File: config.mk
export PLATFORM = sky130hd
export DESIGN_NAME = byte_serial_addsub
export DESIGN_NICKNAME = d
export VERILOG_FILES = /design/src/rtl/byte_serial_addsub.sv
export SDC_FILE = /design/constraint.sdc
export NUM_CORES = 1
export LEC_CHECK = 0
export ABC_CLOCK_PERIOD_IN_PS = 4850
export CAP_MARGIN = 20
export CORE_ASPECT_RATIO = 1.25
export CORE_MARGIN = 3
export CORE_UTILIZATION = 36
export CTS_CLUSTER_SIZE = 30
export DETAILED_ROUTE_END_ITERATION = 7
export PLACE_DENSITY = 0.67
export RECOVER_POWER = 100
export SLEW_MARGIN = 40
export SYNTH_ARGS = -nofsm -noshare
export SYNTH_HDL_FRONTEND = slang
export SYNTH_SLANG_ARGS = --single-unit
File: constraint.sdc
create_clock -name clk -period 4.85 [get_ports clk]
set_input_delay 0.97 -clock clk [delete_from_list [all_inputs] [get_ports clk]]
set_output_delay 0.97 -clock clk [all_outputs]
set_load 0.05 [all_outputs]
File: src/rtl/byte_serial_addsub.sv
// Multi-cycle WIDTH-bit add/subtract through one SLICE-bit ripple slice per clock.
// Reports RES plus CF/ZF/SF/OF over a valid/ready handshake.
module byte_serial_addsub #(
    parameter int unsigned WIDTH = 32,
    parameter int unsigned SLICE = 8
) (
    input  logic             clk,
    input  logic             rst_n,
    input  logic             in_valid,
    output logic             in_ready,
    input  logic [WIDTH-1:0] A,
    input  logic [WIDTH-1:0] B,
    input  logic             SUB,
    output logic             out_valid,
    input  logic             out_ready,
    output logic [WIDTH-1:0] RES,
    output logic             CF,
    output logic             ZF,
    output logic             SF,
    output logic             OF
);

    localparam int unsigned NSLICE = WIDTH / SLICE;
    localparam int unsigned CntW   = (NSLICE > 1) ? $clog2(NSLICE) : 1;
    localparam logic [CntW-1:0] LastCnt = CntW'(NSLICE - 1);

    typedef enum logic [1:0] {StIdle, StBusy, StDone} state_e;

    state_e           state_q, state_d;
    logic [WIDTH-1:0] a_q, a_d;
    logic [WIDTH-1:0] b_q, b_d;
    logic [WIDTH-1:0] res_q, res_d;
    logic [CntW-1:0]  cnt_q, cnt_d;
    logic             sub_q, sub_d;
    logic             carry_q, carry_d;
    logic             zero_q, zero_d;
    logic             cf_q, cf_d;
    logic             zf_q, zf_d;
    logic             sf_q, sf_d;
    logic             of_q, of_d;

    logic [SLICE-1:0] a_sl, b_sl;
    logic [SLICE:0]   sum;

    // Slice operand select by constant-indexed compare to keep the mux lint-clean.
    always_comb begin
        a_sl = a_q[SLICE-1:0];
        b_sl = b_q[SLICE-1:0];
        for (int i = 0; i < NSLICE; i++) begin
            if (cnt_q == CntW'(i)) begin
                a_sl = a_q[i*SLICE +: SLICE];
                b_sl = b_q[i*SLICE +: SLICE];
            end
        end
        sum = {1'b0, a_sl} + {1'b0, b_sl} + {{SLICE{1'b0}}, carry_q};
    end

    always_comb begin
        state_d = state_q;
        a_d     = a_q;
        b_d     = b_q;
        res_d   = res_q;
        cnt_d   = cnt_q;
        sub_d   = sub_q;
        carry_d = carry_q;
        zero_d  = zero_q;
        cf_d    = cf_q;
        zf_d    = zf_q;
        sf_d    = sf_q;
        of_d    = of_q;
        unique case (state_q)
            StIdle: begin
                if (in_valid) begin
                    a_d     = A;
                    b_d     = B ^ {WIDTH{SUB}};
                    sub_d   = SUB;
                    carry_d = SUB;
                    cnt_d   = '0;
                    res_d   = '0;
                    zero_d  = 1'b1;
                    state_d = StBusy;
                end
            end
            StBusy: begin
                for (int i = 0; i < NSLICE; i++) begin
                    if (cnt_q == CntW'(i)) res_d[i*SLICE +: SLICE] = sum[SLICE-1:0];
                end
                carry_d = sum[SLICE];
                cnt_d   = cnt_q + CntW'(1);
                zero_d  = zero_q & ~|sum[SLICE-1:0];
                if (cnt_q == LastCnt) begin
                    cnt_d   = '0;
                    cf_d    = sum[SLICE] ^ sub_q;
                    sf_d    = sum[SLICE-1];
                    zf_d    = zero_q & ~|sum[SLICE-1:0];
                    // Equal operand signs with a flipped result sign == cin(MSB) ^ cout(MSB).
                    of_d    = (a_sl[SLICE-1] == b_sl[SLICE-1]) &
                              (sum[SLICE-1] != a_sl[SLICE-1]);
                    state_d = StDone;
                end
            end
            StDone: begin
                if (out_ready) state_d = StIdle;
            end
            default: state_d = StIdle;
        endcase
    end

    always_ff @(posedge clk or negedge rst_n) begin
        if (!rst_n) begin
            state_q <= StIdle;
            a_q     <= '0;
            b_q     <= '0;
            res_q   <= '0;
            cnt_q   <= '0;
            sub_q   <= 1'b0;
            carry_q <= 1'b0;
            zero_q  <= 1'b0;
            cf_q    <= 1'b0;
            zf_q    <= 1'b0;
            sf_q    <= 1'b0;
            of_q    <= 1'b0;
        end else begin
            state_q <= state_d;
            a_q     <= a_d;
            b_q     <= b_d;
            res_q   <= res_d;
            cnt_q   <= cnt_d;
            sub_q   <= sub_d;
            carry_q <= carry_d;
            zero_q  <= zero_d;
            cf_q    <= cf_d;
            zf_q    <= zf_d;
            sf_q    <= sf_d;
            of_q    <= of_d;
        end
    end

    assign in_ready  = (state_q == StIdle);
    assign out_valid = (state_q == StDone);
    assign RES       = res_q;
    assign CF        = cf_q;
    assign ZF        = zf_q;
    assign SF        = sf_q;
    assign OF        = of_q;

endmodule

==> summary.txt, run 1 <==
Die
  • I/O pin count: ~110
  • Die Wd: 113 um
  • CORE AREA: 0.0139 mm2
  • Die Y: between 100 and 150 um
  • Die area: ~0.016 mm2
  • FP Rows: between 40 and 50
  • Initial Util: 0.369

CTS
  • Clock Sinks: 107
  • Post-CTS Setup Bufs: 0
  • Clock Latency Late Sink: 0.35 ns
  • CTS Hold Bufs: 0
  • Clock transition at path regs: around 0.070 ns
  • CTS tree: yes
  • Longest Clk Path Bufs: 2
  • Inserted Clock Buffers: 9
  • H-tree Lvls: 3
  • # resized after CTS: 0
  • Clk root buf: clkbuf_16

STA
  • Max-slew headroom: -1.26
  • Fmax: between 200 and 250 MHz
  • RSZ-0062 raised after global routing: no
  • Final Skew: roughly 0.008 ns
  • Crit path time final: 4.15 ns
  • Final slew viol count: roughly 120
  • Worst-Margin Slew: 3.39 ns
  • Post-route setup TNS: 0 ns
  • Final hold viol count: 0
  • Setup violators final: 0
  • Final period util: 0.855

Worst setup path
  • Worst Path Max Fanout: 15
  • Worst setup EP type: flop
  • Worst Setup Start Kind: flop
  • Worst EP required: just over 5 ns
  • Crit Path Class: reg -> reg
  • Crit path arrival time: 4.39 ns

Global route
  • Largest net degree at the start of global routing: between 60 and 70
  • Tot GR Track Use: 0.164
  • Initial antenna violation count: 0
  • Global route total overflow: 0
  • Vias in the first global route: roughly 4.2k
  • First-pass GRT wire length: 20.7 mm

Power
  • Tot Pwr: 5.13 mW
  • IR drop worst, VDD: 0.000411 V
  • Total power divided by cell area: 779 mW/mm2
  • Pleak: 3.04 nW

Run status
  • Outcome: finished with violations
  • Violated checks: max-capacitance violations, max-slew violations

Yosys
  • Yosys warnings: 0
  • Async S/R FF share, synth: 1.00
  • Post-synth EDFFs: 0
  • Most used DFF post-synth: dfrtp_1
  • Synth cell types: 32
  • Synth Net Count: 636
  • Mapped Cells: 554
  • Syn Area/Cell: 9.23 um2
  • Mapped Area: 0.00511 mm2
  • Sequential area share after synthesis: 0.524
  • #FFs+latches synth: 107

Routing
  • DR pass1 iterations: 4
  • DRT iter0 DRCs: between 200 and 250
  • Antenna Nets Post-Route: 0
  • Vias per inst: 4.86
  • DRC viols: 0
  • Final WL: between 10 and 15 mm
  • Drt wl/cell: 15.3 um
  • Via count: 4000

Placement
  • Placer's final routability congestion estimate: 0.888
  • Dpl hpwl: 9.66 mm
  • Area post-placement: approximately 0.0063 mm2
  • IO buf count: between 100 and 150
  • Dpl cells: 807

Final layout
  • Layout cells sized above 1: 0.0417
  • Final instance area: 0.00658 mm2
  • Layout area overhead: 28.7%
  • Final net count: 725
  • Antenna cells: 0
  • Final cell count without fillers: 823
  • Filler Cells Inserted: 1351
  • Post-Route Utilization: 0.474

Flow run
  • # Max-Cap Violations: 2

Hold path
  • HP Class: reg -> reg
-- registers in the layout (all words and copies together) (netlist names) --
register / flops
zero_q: 1
b_q: 32
SF: 1
ZF: 1
carry_q: 1
a_q: 32
OF: 1
sub_q: 1
CF: 1
cnt_q: 2
RES: 32
state_q: 2
-- per-layer routing --
metal | track usage | wire length, um
met1 | 0.207 | 5390
met2 | 0.286 | 6500
met3 | 0.0257 | 569
met4 | 0.0525 | 174
met5 | 0 | 0
-- layout by cell type (no fill, tap or decap), types with 2 or more instances in the layout --
cell             Yosys  layout
o22ai_1              3       3
o21ai_0             65      65
dlygate4sd3_1        0      39
and2_1               5       4
mux2i_1             16      16
clkbuf_16            0       9
clkinvlp_4           0       2
xnor2_1             39      39
buf_4                0       4
nor2_1              28      28
clkdlybuf4s50_1      0      65
nand2_1            171     171
inv_1                8       8
a22o_1              11      11
a22o_2               4       4
fa_1                 2       2
xor2_1               2       2
ha_1                11      11
nand2b_1             4       4
o31ai_1              6       6
nand3_1              4       4
a21oi_1             23      23
a21o_1               2       2
clkbuf_1            27       4
dfrtp_1            107     107
-- layout make-up --
cell class | count | area [um2] | area share
repair buffers | 111 | 1080 | 0.165
inverters | 8 | 30.0 | 0.00456
well taps | 175 | 219 | 0.0333
clock buffers | 12 | 246 | 0.0375
multi-input cells | 406 | 2270 | 0.345
clock inverters | 4 | 50.0 | 0.00761
flip-flops and latches | 107 | 2680 | 0.407
-- Yosys cell counts (all sizes together) (2+ instances only) --
cell    count  share of area
nand2     171           0.13
dfrtp     107           0.52
o21ai      65          0.064
xnor2      39          0.067
nor2       28          0.021
clkbuf     27          0.020
a21oi      23          0.023
mux2i      16          0.031
a22o       15          0.027
ha         11          0.027
inv         8         0.0059
buf         6         0.0046
o31ai       6         0.0088
and2        5         0.0061
nand2b      4         0.0049
nand3       4         0.0039
o22ai       3         0.0037
a21o        2         0.0029
fa          2         0.0078
xor2        2         0.0034
-- per-stage QoR --
step / hold slack, ns / setup slack (ns)
after floorplan: 0.440 / 1.31
after global placement: 0.462 / 1.03
after detailed placement: 0.463 / 0.887
after CTS: 0.480 / 0.862
after global routing: 0.503 / 0.381
final: 0.475 / 0.702
-- final timing paths --
path	start	cells after the start	endpoint	slack (ns)
max in group asynchronous	rst_n	1	b_q[18]	1.17
worst max register to register	cnt_q[1]	16	zero_q	0.70
worst max-delay path	cnt_q[1]	16	zero_q	0.70
min in group asynchronous	rst_n	1	RES[25]	1.75
worst min register to register	RES[24]	2	RES[24]	0.47
worst min-delay path	RES[24]	2	RES[24]	0.47
-- logic make-up after synthesis --
| family | Yosys count | share of synthesized area |
|---|---|---|
| AOI/OAI and AO/OA | 119 | 0.140 |
| xor gates and xnor gates | 41 | 0.0702 |
| adders and majority gates | 13 | 0.0348 |
| buffers and inverters | 41 | 0.0303 |
| DFF | 107 | 0.524 |
| muxes | 17 | 0.0335 |
| and+or+nand+nor | 216 | 0.168 |
-- power breakdown --
part	internal [mW]	leakage [nW]	total [mW]	switching (mW)
logic	1.00	1.55	2.87	1.87
clock network	0.414	0.139	0.734	0.320
registers	1.29	1.36	1.52	0.228
total	2.71	3.04	5.13	2.42
-- critical path: stages (launching register included) --
cell	delay, ns
dfrtp_1	0.40
inv_1	0.10
ha_1	0.25
buf_4	0.31
mux2i_1	0.23
nor2_1	0.06
a21oi_1	0.13
nor2_1	0.06
a21oi_1	0.21
fa_1	0.22
inv_1	0.05
fa_1	0.40
a21o_1	0.19
a221oi_1	0.38
xnor2_1	0.22
or4_1	0.59
o31ai_1	0.24
No activity file was read; power rests on OpenSTA's default activity.
==> run 2, diff against run 1 <==
CORE_ASPECT_RATIO = 0.8   (was 1.25)
==> summary.txt, run 2 (synthesis gave the netlist of run 1 again) <==
Die
  • Initial Util: 0.372
  • Die Wd: 139 um
  • Die area: 0.0157 mm2
  • FP Rows: 38
  • I/O pin count: 107
  • CORE AREA: ~0.014 mm2
  • Die Y: 113 um

CTS
  • Longest Clk Path Bufs: 2
  • CTS tree: yes
  • Inserted Clock Buffers: 9
  • Post-CTS Setup Bufs: 0
  • # resized after CTS: 0
  • Clock Sinks: 107
  • Clock Latency Late Sink: between 0.3 and 0.4 ns
  • Clock transition at path regs: 0.07 ns
  • CTS Hold Bufs: 0
  • H-tree Lvls: 3
  • Clk root buf: clkbuf_16

Placement
  • Placer's final routability congestion estimate: about 0.90
  • IO buf count: 106
  • Dpl cells: 813
  • DP Worst Slack: between 0.7 and 0.8 ns
  • Dpl hpwl: 9.30 mm

Global route
  • First-pass GRT wire length: 21.0 mm
  • Global route total overflow: 0
  • Initial antenna violation count: 0
  • Tot GR Track Use: 0.168
  • Largest net degree at the start of global routing: 74
  • Vias in the first global route: roughly 4k

Final layout
  • Commonest non-fill, non-tap cell in the layout: nand2_1
  • Layout area overhead: 29.3%
  • Commonest non-fill, non-tap cells in the layout: 171 x nand2_1, 107 x dfrtp_1, 65 x o21ai_0, 65 x clkdlybuf4s50_1
  • Antenna cells: 0
  • Filler Cells Inserted: approximately 1.3k
  • Layout cells sized above 1: 0.0447
  • Final cell count without fillers: 829
  • Final net count: 726

Routing
  • Antenna Nets Post-Route: 0
  • Final WL: 12.8 mm
  • Drt wl/cell: 15.4 um
  • DR pass1 iterations: 4
  • DRC viols: 0
  • Via count: between 4k and 5k
  • DRT iter0 DRCs: 286
  • Vias per inst: 4.87

Power
  • Net Sw Frac: 0.479
  • Combinational share of power: 0.564
  • NetSw: 2.51 mW
  • Total power divided by cell area: 792 mW/mm2
  • Clock power share: 0.144
  • Sequential share of power: 0.291
  • Internal power: 2.73 mW
  • IR drop worst, VDD: 0.000407 V
  • Pleak: 3.06 nW

STA
  • Max-slew headroom: -1.18
  • Post-route setup TNS: 0 ns
  • RSZ-0062 raised after global routing: no
  • Final Skew: 0.00751 ns
  • Final worst setup slack: 0.583 ns
  • Setup violators final: 0
  • Fmax: between 200 and 250 MHz
  • Crit path time final: 4.27 ns
  • Final period util: 0.880
  • Worst-Margin Slew: 3.28 ns
  • Final slew viol count: 145
  • Final hold viol count: 0

Worst setup path
  • Worst Setup Start Kind: flop
  • Crit path arrival time: ~4.5 ns
  • Worst setup EP type: flop
  • Crit Path Class: reg -> reg
  • Worst Path Max Fanout: 11
  • Worst EP required: 5.09 ns

Run status
  • Violated checks: max-capacitance violations, max-slew violations
  • Outcome: finished with violations

Flow run
  • # Max-Cap Violations: 2

Hold path
  • HP Class: reg -> reg
run 2: area by class of cell:
| cell class | instances | area, um2 | area share |
|---|---|---|---|
| Clock inverter | 6 | 70.1 | 0.0106 |
| Multi-Input combinational cell | 406 | 2270 | 0.344 |
| Timing Repair Buffer | 112 | 1100 | 0.166 |
| Clock buffer | 10 | 239 | 0.0361 |
| Tap cell | 180 | 225 | 0.0341 |
| Sequential cell | 107 | 2680 | 0.405 |
| Inverter | 8 | 30.0 | 0.00454 |
run 2: stage by stage:
stage	util	instance area, um2	power (mW)	hold slack, ns
after global routing	0.481	6610	5.64	0.498
after floorplan	-	5110	3.59	0.440
after detailed placement	0.460	6320	4.54	0.464
final	0.481	6610	5.24	0.478
after global placement	0.459	6310	4.47	0.462
after CTS	0.483	6630	5.31	0.480
run 2: layer usage:
metal	vias up	part of all wire	global-route usage
met3	7	0.056	0.0447
met2	111	0.43	0.242
met5	-	0	0
met4	0	0.0081	0.0372
met1	1900	0.50	0.253
li1	2017	-	-
run 2: power groups by stage:
stage	registers, mW	clock network (mW)	logic, mW
6_report	1.53	0.756	2.96
5_1_grt	1.57	0.799	3.27
4_1_cts	1.53	0.767	3.02
3_5_place_dp	1.54	0	3.00
3_3_place_gp	1.55	0	2.92
2_1_floorplan	1.81	0	1.78
run 2: final timing paths:
kind,depth (start not counted),slack (ns),end,startpoint
max,13,0.58,zero_q,cnt_q[1]
min,2,0.48,a_q[30],a_q[30]
max reg2reg,13,0.58,zero_q,cnt_q[1]
min reg2reg,2,0.48,a_q[30],a_q[30]
max in group asynchronous,1,1.08,zero_q,rst_n
min in group asynchronous,1,1.92,a_q[12],rst_n
run 2: critical path, cell delays in order, from the launching register on:
cell      delay (ns)
dfrtp_1         0.40
inv_1           0.11
ha_1            0.60
buf_4           0.31
mux2i_1         0.21
nor2_1          0.05
a21oi_1         0.12
o21ai_0         0.15
fa_1            0.53
a21o_1          0.20
a221oi_1        0.36
xnor2_1         0.27
or4_4           0.60
o31ai_1         0.23
==> RTL edit: new RTL, settings of run 2 <==
Change the parameter `SLICE` from 8 to 16.
--- a/src/rtl/byte_serial_addsub.sv
+++ b/src/rtl/byte_serial_addsub.sv
@@ -4,3 +4,3 @@
     parameter int unsigned WIDTH = 32,
-    parameter int unsigned SLICE = 8
+    parameter int unsigned SLICE = 16
 ) (
Behaviour: not the same (a bounded check fails within 4 cycles, from zero or initial values and one cycle with rst_n low).
==> RTL edit against run 2 <==
  * The run still ends with capacitance limit, slew limit left
  * Critical path depth shrank 3
  * Cell area up 8.3%
  * Synthesized area is 12% higher
  * Sequential cell count shrank 1
  * Worst setup slack better by 300 ps
  * Count of clock-buffer cells in the layout stayed put
  * Clock power shrank 6.5%
  * Power grew 12%
  * Synthesized cell count is 11% higher
  * Final cell count up 10%
  * Core utilization decreased by 1.2 points
  * Wire length up 10%
  * Via count is 12% higher
  * Highest routed layer unchanged
==> RTL edit: results (changes against run 2) <==
| Metric | Value |
|---|---|
| Hold path depth | `2 (unchanged)` |
| HP Start | `a_q[12]` |
| Place WS | `1050 ps (+305 ps)` |
| First-pass detailed-route iteration total | `4 (unchanged)` |
| Ant diodes | `0 (unchanged)` |
| First-pass GRT wire length | `23.4 mm (+12%)` |
| Synth unique cells | `56 (+75%)` |
| Hold Crit Class | `register to register` |
| Drt total wl | `14.1 mm (+10%)` |
| Setup bufs post-CTS | `0 (unchanged)` |
| H-tree lvl count | `3 (unchanged)` |
| FF-to-FF Start | `cnt_q` |
| Placed Cells | `900 (+11%)` |
| R2R Path End | `ZF` |
| List of most frequent post-synthesis cells | `185 x nand2_1, 106 x dfrtp_1, 56 x o21ai_0, 38 x xnor2_1, 32 x mux2_2` |
| Ys Warns | `0 (unchanged)` |
| Main area contributors after synthesis | `dfrtp_1 46%, nand2_1 12%, mux2_2 6.3%` |
| Clock Skew | `10.7 ps (+3.21 ps)` |
| Total track usage | `16.8% (+0.032 points)` |
| Max IR drop VDD | `300 uV (-26%)` |
| Clock Tree Buf Depth | `2 (unchanged)` |
| Path depth of the worst reg2reg path | `10 (-3)` |
| Max cap viols | `2 (unchanged)` |
| DP HPWL | `10.8 mm (+16%)` |
| Vias per cell | `4.91 (+0.95%)` |
| Post-synthesis sequential area ratio | `46.5% (-5.9 points)` |
| LEAKAGE | `3.21 nW (+4.9%)` |
| Vias | `4501 (+12%)` |
| Reg2Reg Setup Slack | `880 ps (+300 ps)` |
| Peak fanout along the critical path | `22 (+11)` |
| Hold EP | `a_q[12]` |
| Pin count of the biggest net entering global routing | `100 (+35%)` |
| Number of DRC violations after detailed-routing iteration 0 | `348 (+22%)` |
| Fill cells | `1447 (+14%)` |
| PortBufs | `106 (unchanged)` |
| Status | `finished, violations left` |
| Max_slew headroom | `-12.7% (+110 points)` |
| Placed inst area | `6920 um^2 (+9.4%)` |
| Inserted Clock Buffers | `9 (unchanged)` |
| Initial antenna violation count | `0 (unchanged)` |
| Min Hold Slack | `475 ps (-3.24 ps)` |
| CTS root buffer | `clkbuf_16` |
| GPL Wtd Cong | `0.892 (-0.36%)` |
| Nets@finish | `787 (+8.4%)` |
| Arrival @ worst endpoint | `4240 ps (-270 ps)` |
| Share of cells above drive strength 1 | `9.49% (+5.0 points)` |
| Synth Area per Inst | `9.31 um^2 (+0.90%)` |
| Syn_nets | `699 (+9.9%)` |
| Count of pins over their slew limit | `133 (-8.3%)` |
| Failing checks | `capacitance limit, slew limit` |
==> RTL edit: area by class of cell <==
class,count,area (um^2),area share [%]
timing repair buffer,112,1090,15.2
multi-input combinational,456,2810,39.2
sequential,106,2650,37.1
clock inverter,6,47.5,0.664
inverter,16,60.1,0.839
tap,210,263,3.67
clock buffer,10,239,3.34
==> RTL edit: cell families after synthesis <==
| logic type | after synthesis | synth area share (%) |
|---|---|---|
| AO/OA/AOI/OAI | 128 | 14.9 |
| XOR/XNOR | 41 | 6.29 |
| adder cells (fa/ha/maj) | 17 | 3.99 |
| buffers and inverters | 51 | 4.16 |
| flip-flops | 106 | 46.5 |
| multiplexers | 35 | 6.84 |
| AND/OR/NAND/NOR | 235 | 17.4 |
==> RTL edit: worst max path at each step <==
stage,end,from,slack (ps)
final,ZF,cnt_q,880
after floorplan,ZF,cnt_q,1700
after global placement,ZF,cnt_q,1130
after CTS,ZF,cnt_q,1040
after global routing,ZF,cnt_q,540
after detailed placement,ZF,cnt_q,1050
==> RTL edit: per-layer routing <==
metal / global-route usage, % / vias up / share of wire, %
met5: 0 / - / 0
met4: 3.88 / 0 / 0.66
met3: 4.91 / 7 / 6.6
met2: 24.7 / 119 / 44
met1: 24.4 / 2122 / 49
li1: - / 2253 / -
==> RTL edit: where the power goes <==
group          internal (mW)  total (mW)  switching, mW
logic                   1.38        3.64           2.26
registers               1.26        1.51          0.247
clock network          0.368       0.707          0.339
total                   3.01        5.86           2.85
==> RTL edit: critical path, cell delays in order (launching register included) <==
cell       delay, ps
dfrtp_1          950
buf_4            420
mux2_2           390
ha_1             370
a2111oi_0        510
o21ai_2          200
a31oi_4          230
o21ai_2          110
xnor2_1          380
nand4_1          150
o21ai_1          170
